===== config.mk =====
export PLATFORM = sky130hd
export DESIGN_NAME = multu_seq_ctrl
export DESIGN_NICKNAME = d
export VERILOG_FILES = /design/src/rtl/mul_defs.sv /design/src/rtl/multu_step.sv /design/src/rtl/multu_seq_ctrl.sv
export SDC_FILE = /design/constraint.sdc
export NUM_CORES = 1
export LEC_CHECK = 0
export ABC_AREA = 1
export BUFFER_PORTS_ARGS = -buffer_cell sky130_fd_sc_hd__buf_2
export CELL_PAD_IN_SITES_DETAIL_PLACEMENT = 1
export CELL_PAD_IN_SITES_GLOBAL_PLACEMENT = 1
export CORE_MARGIN = 2
export CORE_UTILIZATION = 42
export DETAILED_ROUTE_END_ITERATION = 7
export PLACE_DENSITY = 0.82
export SLEW_MARGIN = 20
export SYNTH_ARGS = -nofsm -noshare
export SYNTH_HDL_FRONTEND = slang
export SYNTH_SLANG_ARGS = --single-unit

===== constraint.sdc =====
create_clock -name clk -period 9.2 [get_ports clk]
set_input_delay 0.92 -clock clk [delete_from_list [all_inputs] [get_ports clk]]
set_output_delay 0.92 -clock clk [all_outputs]
set_load 0.05 [all_outputs]

===== src/rtl/mul_defs.sv =====
// Shared definitions for the sequential unsigned multiply path.
//   MULTU   : operation code that requests an unsigned multiply
//   state_t : controller states with fixed binary encoding
//   WIDTH   : default operand width (product is 2*WIDTH)
//   CNT_W   : default step-counter width
package mul_defs;

    localparam int         WIDTH = 32;
    localparam int         CNT_W = 6;
    localparam logic [2:0] MULTU = 3'b100;

    typedef enum logic [1:0] {
        ST_IDLE = 2'b00,
        ST_RUN  = 2'b01,
        ST_DONE = 2'b10
    } state_t;

endpackage


===== src/rtl/multu_step.sv =====
// One combinational shift-add iteration of the unsigned multiplier.
//   acc_i / acc_o       : partial product before / after this step (2*WIDTH)
//   mcand_i / mcand_o   : multiplicand, shifted left one place per step (2*WIDTH)
//   mplier_i / mplier_o : multiplier, shifted right one place per step (WIDTH)
module multu_step #(
    parameter int WIDTH = mul_defs::WIDTH
) (
    input  logic [2*WIDTH-1:0] acc_i,
    input  logic [2*WIDTH-1:0] mcand_i,
    input  logic [WIDTH-1:0]   mplier_i,
    output logic [2*WIDTH-1:0] acc_o,
    output logic [2*WIDTH-1:0] mcand_o,
    output logic [WIDTH-1:0]   mplier_o
);

    // The sum is kept at 2*WIDTH bits: for WIDTH-bit operands the carry out
    // of the top bit can never be set, so dropping it loses nothing.
    assign acc_o    = acc_i + (mplier_i[0] ? mcand_i : '0);
    assign mcand_o  = mcand_i << 1;
    assign mplier_o = mplier_i >> 1;

endmodule


===== src/rtl/multu_seq_ctrl.sv =====
// Sequential controller for the unsigned WIDTH x WIDTH multiply.
// Captures operands on an accepted MULTU request, runs WIDTH shift-add steps
// (one per clock), commits the product to HI/LO and pulses done.
//   clk, rst      : rising-edge clock, asynchronous active-high reset
//   start, signal : request strobe and operation code (accepted only for MULTU in IDLE)
//   abort         : cancels a running multiply; HI/LO untouched, no done pulse
//   dataA, dataB  : multiplicand / multiplier, sampled on accept
//   busy          : high while running and in the done cycle
//   done          : one-cycle pulse, HI/LO valid in that cycle
//   hi, lo        : registered upper / lower product halves
//   dataOut       : {hi, lo}
module multu_seq_ctrl
    import mul_defs::*;
#(
    parameter int WIDTH = mul_defs::WIDTH,
    parameter int CNT_W = mul_defs::CNT_W
) (
    input  logic               clk,
    input  logic               rst,
    input  logic               start,
    input  logic [2:0]         signal,
    input  logic               abort,
    input  logic [WIDTH-1:0]   dataA,
    input  logic [WIDTH-1:0]   dataB,
    output logic               busy,
    output logic               done,
    output logic [WIDTH-1:0]   hi,
    output logic [WIDTH-1:0]   lo,
    output logic [2*WIDTH-1:0] dataOut
);

    localparam logic [CNT_W-1:0] LAST_STEP = CNT_W'(WIDTH - 1);

    state_t             state_q,  state_d;
    logic [CNT_W-1:0]   cnt_q,    cnt_d;
    logic [2*WIDTH-1:0] mcand_q,  mcand_d;
    logic [WIDTH-1:0]   mplier_q, mplier_d;
    logic [2*WIDTH-1:0] acc_q,    acc_d;
    logic [WIDTH-1:0]   hi_q,     hi_d;
    logic [WIDTH-1:0]   lo_q,     lo_d;
    logic               busy_q,   busy_d;
    logic               done_q,   done_d;

    logic [2*WIDTH-1:0] step_acc;
    logic [2*WIDTH-1:0] step_mcand;
    logic [WIDTH-1:0]   step_mplier;

    multu_step #(.WIDTH(WIDTH)) u_step (
        .acc_i    (acc_q),
        .mcand_i  (mcand_q),
        .mplier_i (mplier_q),
        .acc_o    (step_acc),
        .mcand_o  (step_mcand),
        .mplier_o (step_mplier)
    );

    always_comb begin
        // NOTE: every _d gets its hold value first, so no path through the
        // case below can leave one unassigned and infer a latch.
        state_d  = state_q;
        cnt_d    = cnt_q;
        mcand_d  = mcand_q;
        mplier_d = mplier_q;
        acc_d    = acc_q;
        hi_d     = hi_q;
        lo_d     = lo_q;

        unique case (state_q)
            ST_IDLE: begin
                // abort outranks a simultaneous request
                if (start && (signal == MULTU) && !abort) begin
                    mcand_d  = {{WIDTH{1'b0}}, dataA};
                    mplier_d = dataB;
                    acc_d    = '0;
                    cnt_d    = '0;
                    state_d  = ST_RUN;
                end
            end
            ST_RUN: begin
                // abort also outranks the final step, so HI/LO stay untouched
                if (abort) begin
                    state_d = ST_IDLE;
                end else begin
                    acc_d    = step_acc;
                    mcand_d  = step_mcand;
                    mplier_d = step_mplier;
                    cnt_d    = cnt_q + 1'b1;
                    if (cnt_q == LAST_STEP) begin
                        hi_d    = step_acc[2*WIDTH-1:WIDTH];
                        lo_d    = step_acc[WIDTH-1:0];
                        state_d = ST_DONE;
                    end
                end
            end
            ST_DONE: state_d = ST_IDLE;
            default: state_d = ST_IDLE;
        endcase

        // Outputs are registered: they describe the state being entered.
        busy_d = (state_d != ST_IDLE);
        done_d = (state_d == ST_DONE);
    end

    // NOTE: the datapath registers sit on the async reset too, because a
    // reset must visibly clear HI/LO and discard any partial product.
    always_ff @(posedge clk or posedge rst) begin
        if (rst) begin
            state_q  <= ST_IDLE;
            cnt_q    <= '0;
            mcand_q  <= '0;
            mplier_q <= '0;
            acc_q    <= '0;
            hi_q     <= '0;
            lo_q     <= '0;
            busy_q   <= 1'b0;
            done_q   <= 1'b0;
        end else begin
            // NOTE: non-blocking updates so every register samples the
            // pre-edge values regardless of statement order.
            state_q  <= state_d;
            cnt_q    <= cnt_d;
            mcand_q  <= mcand_d;
            mplier_q <= mplier_d;
            acc_q    <= acc_d;
            hi_q     <= hi_d;
            lo_q     <= lo_d;
            busy_q   <= busy_d;
            done_q   <= done_d;
        end
    end

    assign busy    = busy_q;
    assign done    = done_q;
    assign hi      = hi_q;
    assign lo      = lo_q;
    assign dataOut = {hi_q, lo_q};

endmodule


# Word level (Yosys, flattened, before mapping)
# Cells that the tools add are included.
[op_classes]
n_eq_ne = 6
mux = 17
n_bitwise = 1
reduce_logical = 8
add_sub_neg = 2
[op_table]
columns = ["operator", "count"]
rows = [
  ["two-way mux 64 bit", 5],
  ["case mux 64 bit (2 select lines)", 2],
  ["adder 64 bit", 1],
  ["two-way mux 32 bit", 2],
  ["case mux 32 bit (2 select lines)", 1],
  ["two-way mux 6 bit", 2],
  ["case mux 6 bit (2 select lines)", 1],
  ["adder 6 x 1 -> 6 bit (second input constant)", 1],
  ["equality test 6 x 5 -> 1 bit (second input constant)", 1],
  ["two-way mux 2 bit", 3],
  ["AND reduction 3 bit", 2],
  ["inequality test 2 bit (second input constant)", 2],
  ["case mux 2 bit (2 select lines)", 1],
  ["nonzero test 2 bit", 2],
  ["equality test 3 bit (second input constant)", 1],
  ["equality test 2 x 1 -> 1 bit (second input constant)", 1],
  ["equality test 2 bit (second input constant)", 1],
  ["logical AND 1 bit", 2],
  ["zero test 2 bit", 1],
  ["zero test 1 bit", 1],
  ["NOT 1 bit", 1],
]
[totals]
output_inout_bits = 130
reg_bits = 234
inputBits = 71

# Logic depth before layout (Yosys ltp)
[logic_depth]
depth_word = 6
mapped_depth = 20
depth_no_buf = 19

# By module
# Synthesis repeated with hierarchy kept, for this count alone.
[unflattened]
hier_cells = 2812
area_unflattened_um2 = 17760.8
[by_module_without_submodules]
columns = ["module", "seq_area_each_um2", "area_each_um2", "n_inst", "cells_per_inst"]
rows = [
  ["multu_seq_ctrl", 5855.6, 10517.6, 1, 1297],
  ["multu_step", 0.0, 7243.2, 1, 1515],
]

# Worst setup path before layout
# Ideal clock, no wire load.
[synth_path]
path_kind = "register to register"
start = "register mplier_q[0]"
end = "register acc_q[62]"
path_stages_with_launch = 21
t_required_ns = 9.082
slack_ns = 6.882
setup_ns = 0.118
synth_period_minus_slack_ns = 2.318
t_arrival_ns = 2.200
cell_sequence = "dfrtp_1 -> clkbuf_1 -> nand2_1 -> inv_1 -> ha_1 -> inv_1 -> fa_1 -> inv_1 -> nand3_1 -> nand2_2 -> nand2_1 -> nand2_2 -> nand2_2 -> nand2_2 -> nand2_1 -> nand2_2 -> nand2_1 -> nand2_1 -> nand2_1 -> nand3_1 -> nand2_1"
[synth_via]
elab_chain_len = 4
[synth_rtl]
columns = ["item", "line", "rtl"]
rows = [
  ["start, declared", "multu_seq_ctrl.sv:37", "logic [WIDTH-1:0] mplier_q, mplier_d;"],
  ["start signal, assigned", "multu_seq_ctrl.sv:123", "mplier_q <= mplier_d;"],
  ["two-way mux 64 bit", "multu_step.sv:18", "assign acc_o = acc_i + (mplier_i[0] ? mcand_i : '0);"],
  ["adder 64 bit", "multu_step.sv:18", ""],
  ["two-way mux 64 bit", "multu_seq_ctrl.sv:81", "if (abort) begin"],
  ["case mux 64 bit (2 select lines)", "multu_seq_ctrl.sv:68", "unique case (state_q)"],
  ["end signal, assigned", "multu_seq_ctrl.sv:112", "acc_q <= '0;"],
  ["end signal, assigned", "multu_seq_ctrl.sv:124", "acc_q <= acc_d;"],
  ["end, declared", "multu_seq_ctrl.sv:38", "logic [2*WIDTH-1:0] acc_q, acc_d;"],
]
# No other way between the ends. The select of a mux whose other input is x is not followed.
# A chain may end at the register's enable or synchronous reset.

# Worst setup path in the final report
[layout_path]
start = "register state_q[1]"
end = "register cnt_q[5]"
[layout_via]
elab_chain_len = 3
[layout_rtl]
columns = ["item", "line", "rtl"]
rows = [
  ["start, declared", "multu_seq_ctrl.sv:34", "state_t state_q, state_d;"],
  ["start signal, assigned", "multu_seq_ctrl.sv:120", "state_q <= state_d;"],
  ["equality test 2 x 1 -> 1 bit / zero test 2 bit (equally long branches)", "multu_seq_ctrl.sv:68", ""],
  ["inequality test 2 bit (no line) / nonzero test 2 bit (equally long branches)", "--", ""],
  ["AND reduction 3 bit (no line)", "--", ""],
  ["end signal, assigned", "multu_seq_ctrl.sv:121", "cnt_q <= cnt_d;"],
  ["end, declared", "multu_seq_ctrl.sv:35", "logic [CNT_W-1:0] cnt_q, cnt_d;"],
]
# Several ways; a longest one is shown, not always the timed one.

==> impl_metrics.csv <==
group,metric,value,unit
setup_path,reg2reg_depth,13,
timing,fmax,215.5,MHz
detailed_routing,wl,51680,um
clocking,clkTransAtPathRegs,0.06,ns
yosys,async_reset_ff_share,100.0,%
timing,holdWs,0.4461,ns
final_layout,fin_nets,2681,
grt,grt_overflow_total,0,
setup_path,r2r_slack,4.56,ns
run,cap_violations,0,
timing,tns,0,ns
timing,min_period,4.641,ns
timing,finClkSkew,0.01105,ns
clocking,cts_max_path_buffers,3,
clocking,clockRootBuffer,"clkbuf_16",
detailed_routing,wl_per_cell,16.79,um
setup_path,start_kind,"flop",
place,io_buffers,200,
detailed_routing,drc,0,
detailed_routing,drt_first_iter_violations,571,
setup_path,max_stage_delay,0.72,ns
clocking,cts_tree,"yes",
detailed_routing,via_count,15254,
timing,hold_viol,0,
timing,setup_viol,0,
yosys,yosys_most_used_dff,"dfrtp_1",
yosys,synth_largest_area_cell,"dfrtp_1",
clocking,cts_setup_buffers,0,
setup_path,worstPathMaxFanout,94,
detailed_routing,drt.antenna.violating_nets,0,
setup_path,path_class,"reg -> reg",
setup_path,crit_family,"buffers and inverters",
power,p_leak,0.01077,uW
detailed_routing,viasPerCell,4.957,
yosys,syn_avg_cell_area,6.568,um^2
setup_path,path_common_cell,"buf_4",
setup_path,rr_endpoint,"cnt_q[5]$_DFFE_PP0P_",
setup_path,end_kind,"flop",
final_layout,diodes,0,
clocking,ctsHoldBuffers,0,
grt,grt_pass1_wl,83590,um
timing,maxSlewViolCount,0,
die,die_x,199.3,um
final_layout,area_growth,11.97,%
clocking,clk_latency,0.57,ns
grt,met3_usage,2.869,%
yosys,ys_seq_elements,234,
die,io_pins,201,
place,dp_hpwl,40460,um
place,place.gp.congestion,0.9496,
grt,met1_usage,36.05,%
clocking,htree_num_levels,1,
yosys,synth_area_leaders,"dfrtp_1 (37%), nand2_1 (22%), inv_1 (11%)",
grt,grtUsageMet2,44.99,%
final_layout,register_area,0.005857,mm^2
yosys,syn_nets,2574,
clocking,cts-resized-gates,0,
outcome,status,"complete, no violations",
grt,grt_max_degree,95,
timing,rsz0062_at_grt,"no",
power,powerDensity,250.4,mW/mm^2
timing,timing.final.crit_share,50.45,%
die,dieArea,0.03970,mm^2
power,vdd_drop_max,0.1456,mV
yosys,synth_cells,2438,
grt,grt_pass1_vias,16146,
die,fp.dieH,199.3,um
yosys,netlist_area,0.01601,mm^2
die,start_util,42.61,%
setup_path,crit_buf_inv,5,
setup_path,slowest_stage,"buf_4",
timing,tightest_slew,0.9974,ns
grt,grtUsageTotal,26.59,%
yosys,synth_edf_count,0,
die,coreArea,0.03758,mm^2
grt,antenna_found_initial,0,
final_layout,multi_input_comb_area,0.007635,mm^2
worst_hold_path,min_path_type,"in -> async",
clocking,cts.sinks,234,
timing,slew-limit-headroom,33.50,%
final_layout,drive_gt1_share,12.04,%
yosys,synth_cell_types,37,
yosys,ys_seq_area_share,36.57,%
setup_path,path_cells,"nor2_4, buf_4, inv_2, nor2_4, buf_4, inv_2, nand2_4, buf_4, nand2_1, nor2_1, nand2_1, xor2_1, nor2_1",
detailed_routing,dr.pass1.iters,5,
setup_path,arrival,5.10,ns
setup_path,cp.required,9.66,ns
setup_path,r2r_start,"state_q[1]$_DFF_PP0_",
power,finalPower,4489,uW
die,rows,71,
yosys,synth_warnings,0,
clocking,numCtsBuffers,27,
final_layout,layout_commonest_cell,"nand2_1",
yosys,netlist.area_leader.share,36.57,%
final_layout,final_cell_mix,"nand2_1 (954), inv_1 (450), dfrtp_1 (233)",
final_layout,num-fill-cells,5056,
grt,grt.busiest_layer,"met2",
## layout make-up
class                      instances  area share (%)
clock buffer                      40           4.432
sequential                       234           32.67
inverter                         461           9.694
multi-input combinational       1612           42.59
timing repair buffer             209           5.981
clock inverter                    10           1.075
tap                              511           3.566
## worst max path at each step
stage,start,endpoint,slack (ns),cells past startpoint
2_1_floorplan,rst,acc_q[0]$_DFFE_PP0P_,1.86,1
3_3_place_gp,state_q[1]$_DFF_PP0_,cnt_q[5]$_DFFE_PP0P_,4.74,13
3_5_place_dp,state_q[1]$_DFF_PP0_,cnt_q[5]$_DFFE_PP0P_,4.57,13
4_1_cts,state_q[1]$_DFF_PP0_,cnt_q[5]$_DFFE_PP0P_,4.53,13
5_1_grt,state_q[1]$_DFF_PP0_,cnt_q[5]$_DFFE_PP0P_,4.14,13
6_report,state_q[1]$_DFF_PP0_,cnt_q[5]$_DFFE_PP0P_,4.56,13
## state kept, by name, summed over array words and instances (netlist names)
name / count
mplier_q: 32
mcand_q: 64
busy: 1
lo: 32
cnt_q: 6
state_q: 2
done: 1
acc_q: 64
hi: 32
## metrics by stage
stage | area [um^2] | setup slack [ns] | util [%] | instances
after global routing | 17930 | 4.139 | 47.71 | 3077
after CTS | 17920 | 4.534 | 47.70 | 3077
after detailed placement | 16940 | 4.569 | 45.07 | 3027
final | 17930 | 4.559 | 47.71 | 3077
after floorplan | 16010 | 1.862 | - | 2438
after global placement | 16940 | 4.744 | 45.07 | 3027
## cell families after synthesis
family	Yosys count	share of synthesized area (%)
XOR/XNOR	32	1.750
AND/OR/NAND/NOR	1284	32.52
flip-flops	234	36.57
AO/OA/AOI/OAI	231	8.236
buffers and inverters	592	15.79
adder cells (fa/ha/maj)	65	5.126
## where the power goes
part | internal, uW | switching [uW] | leakage, uW | total (uW)
Combinational | 593 | 1250 | 0.00725 | 1840
Clock | 739 | 455 | 0.000482 | 1190
Sequential | 1280 | 173 | 0.00304 | 1460
## per-layer routing
metal	wire length (um)	up-vias	share of wire, %
met5	0	-	0
met4	1187	0	2.3
met3	1971	69	3.8
met2	24110	263	47
met1	24410	7350	47
li1	-	7572	-
## cells in the mapped netlist (28+ instances only)
cell type,number
a21oi_1,42
o21ai_0,83
nor2_1,143
o22ai_1,32
ha_1,64
a31oi_1,31
inv_1,451
buf_4,72
nand2_1,955
nand3_1,114
dfrtp_1,234
clkbuf_1,28
o211ai_1,31
Note: power is estimated with default switching activity, not from simulation.
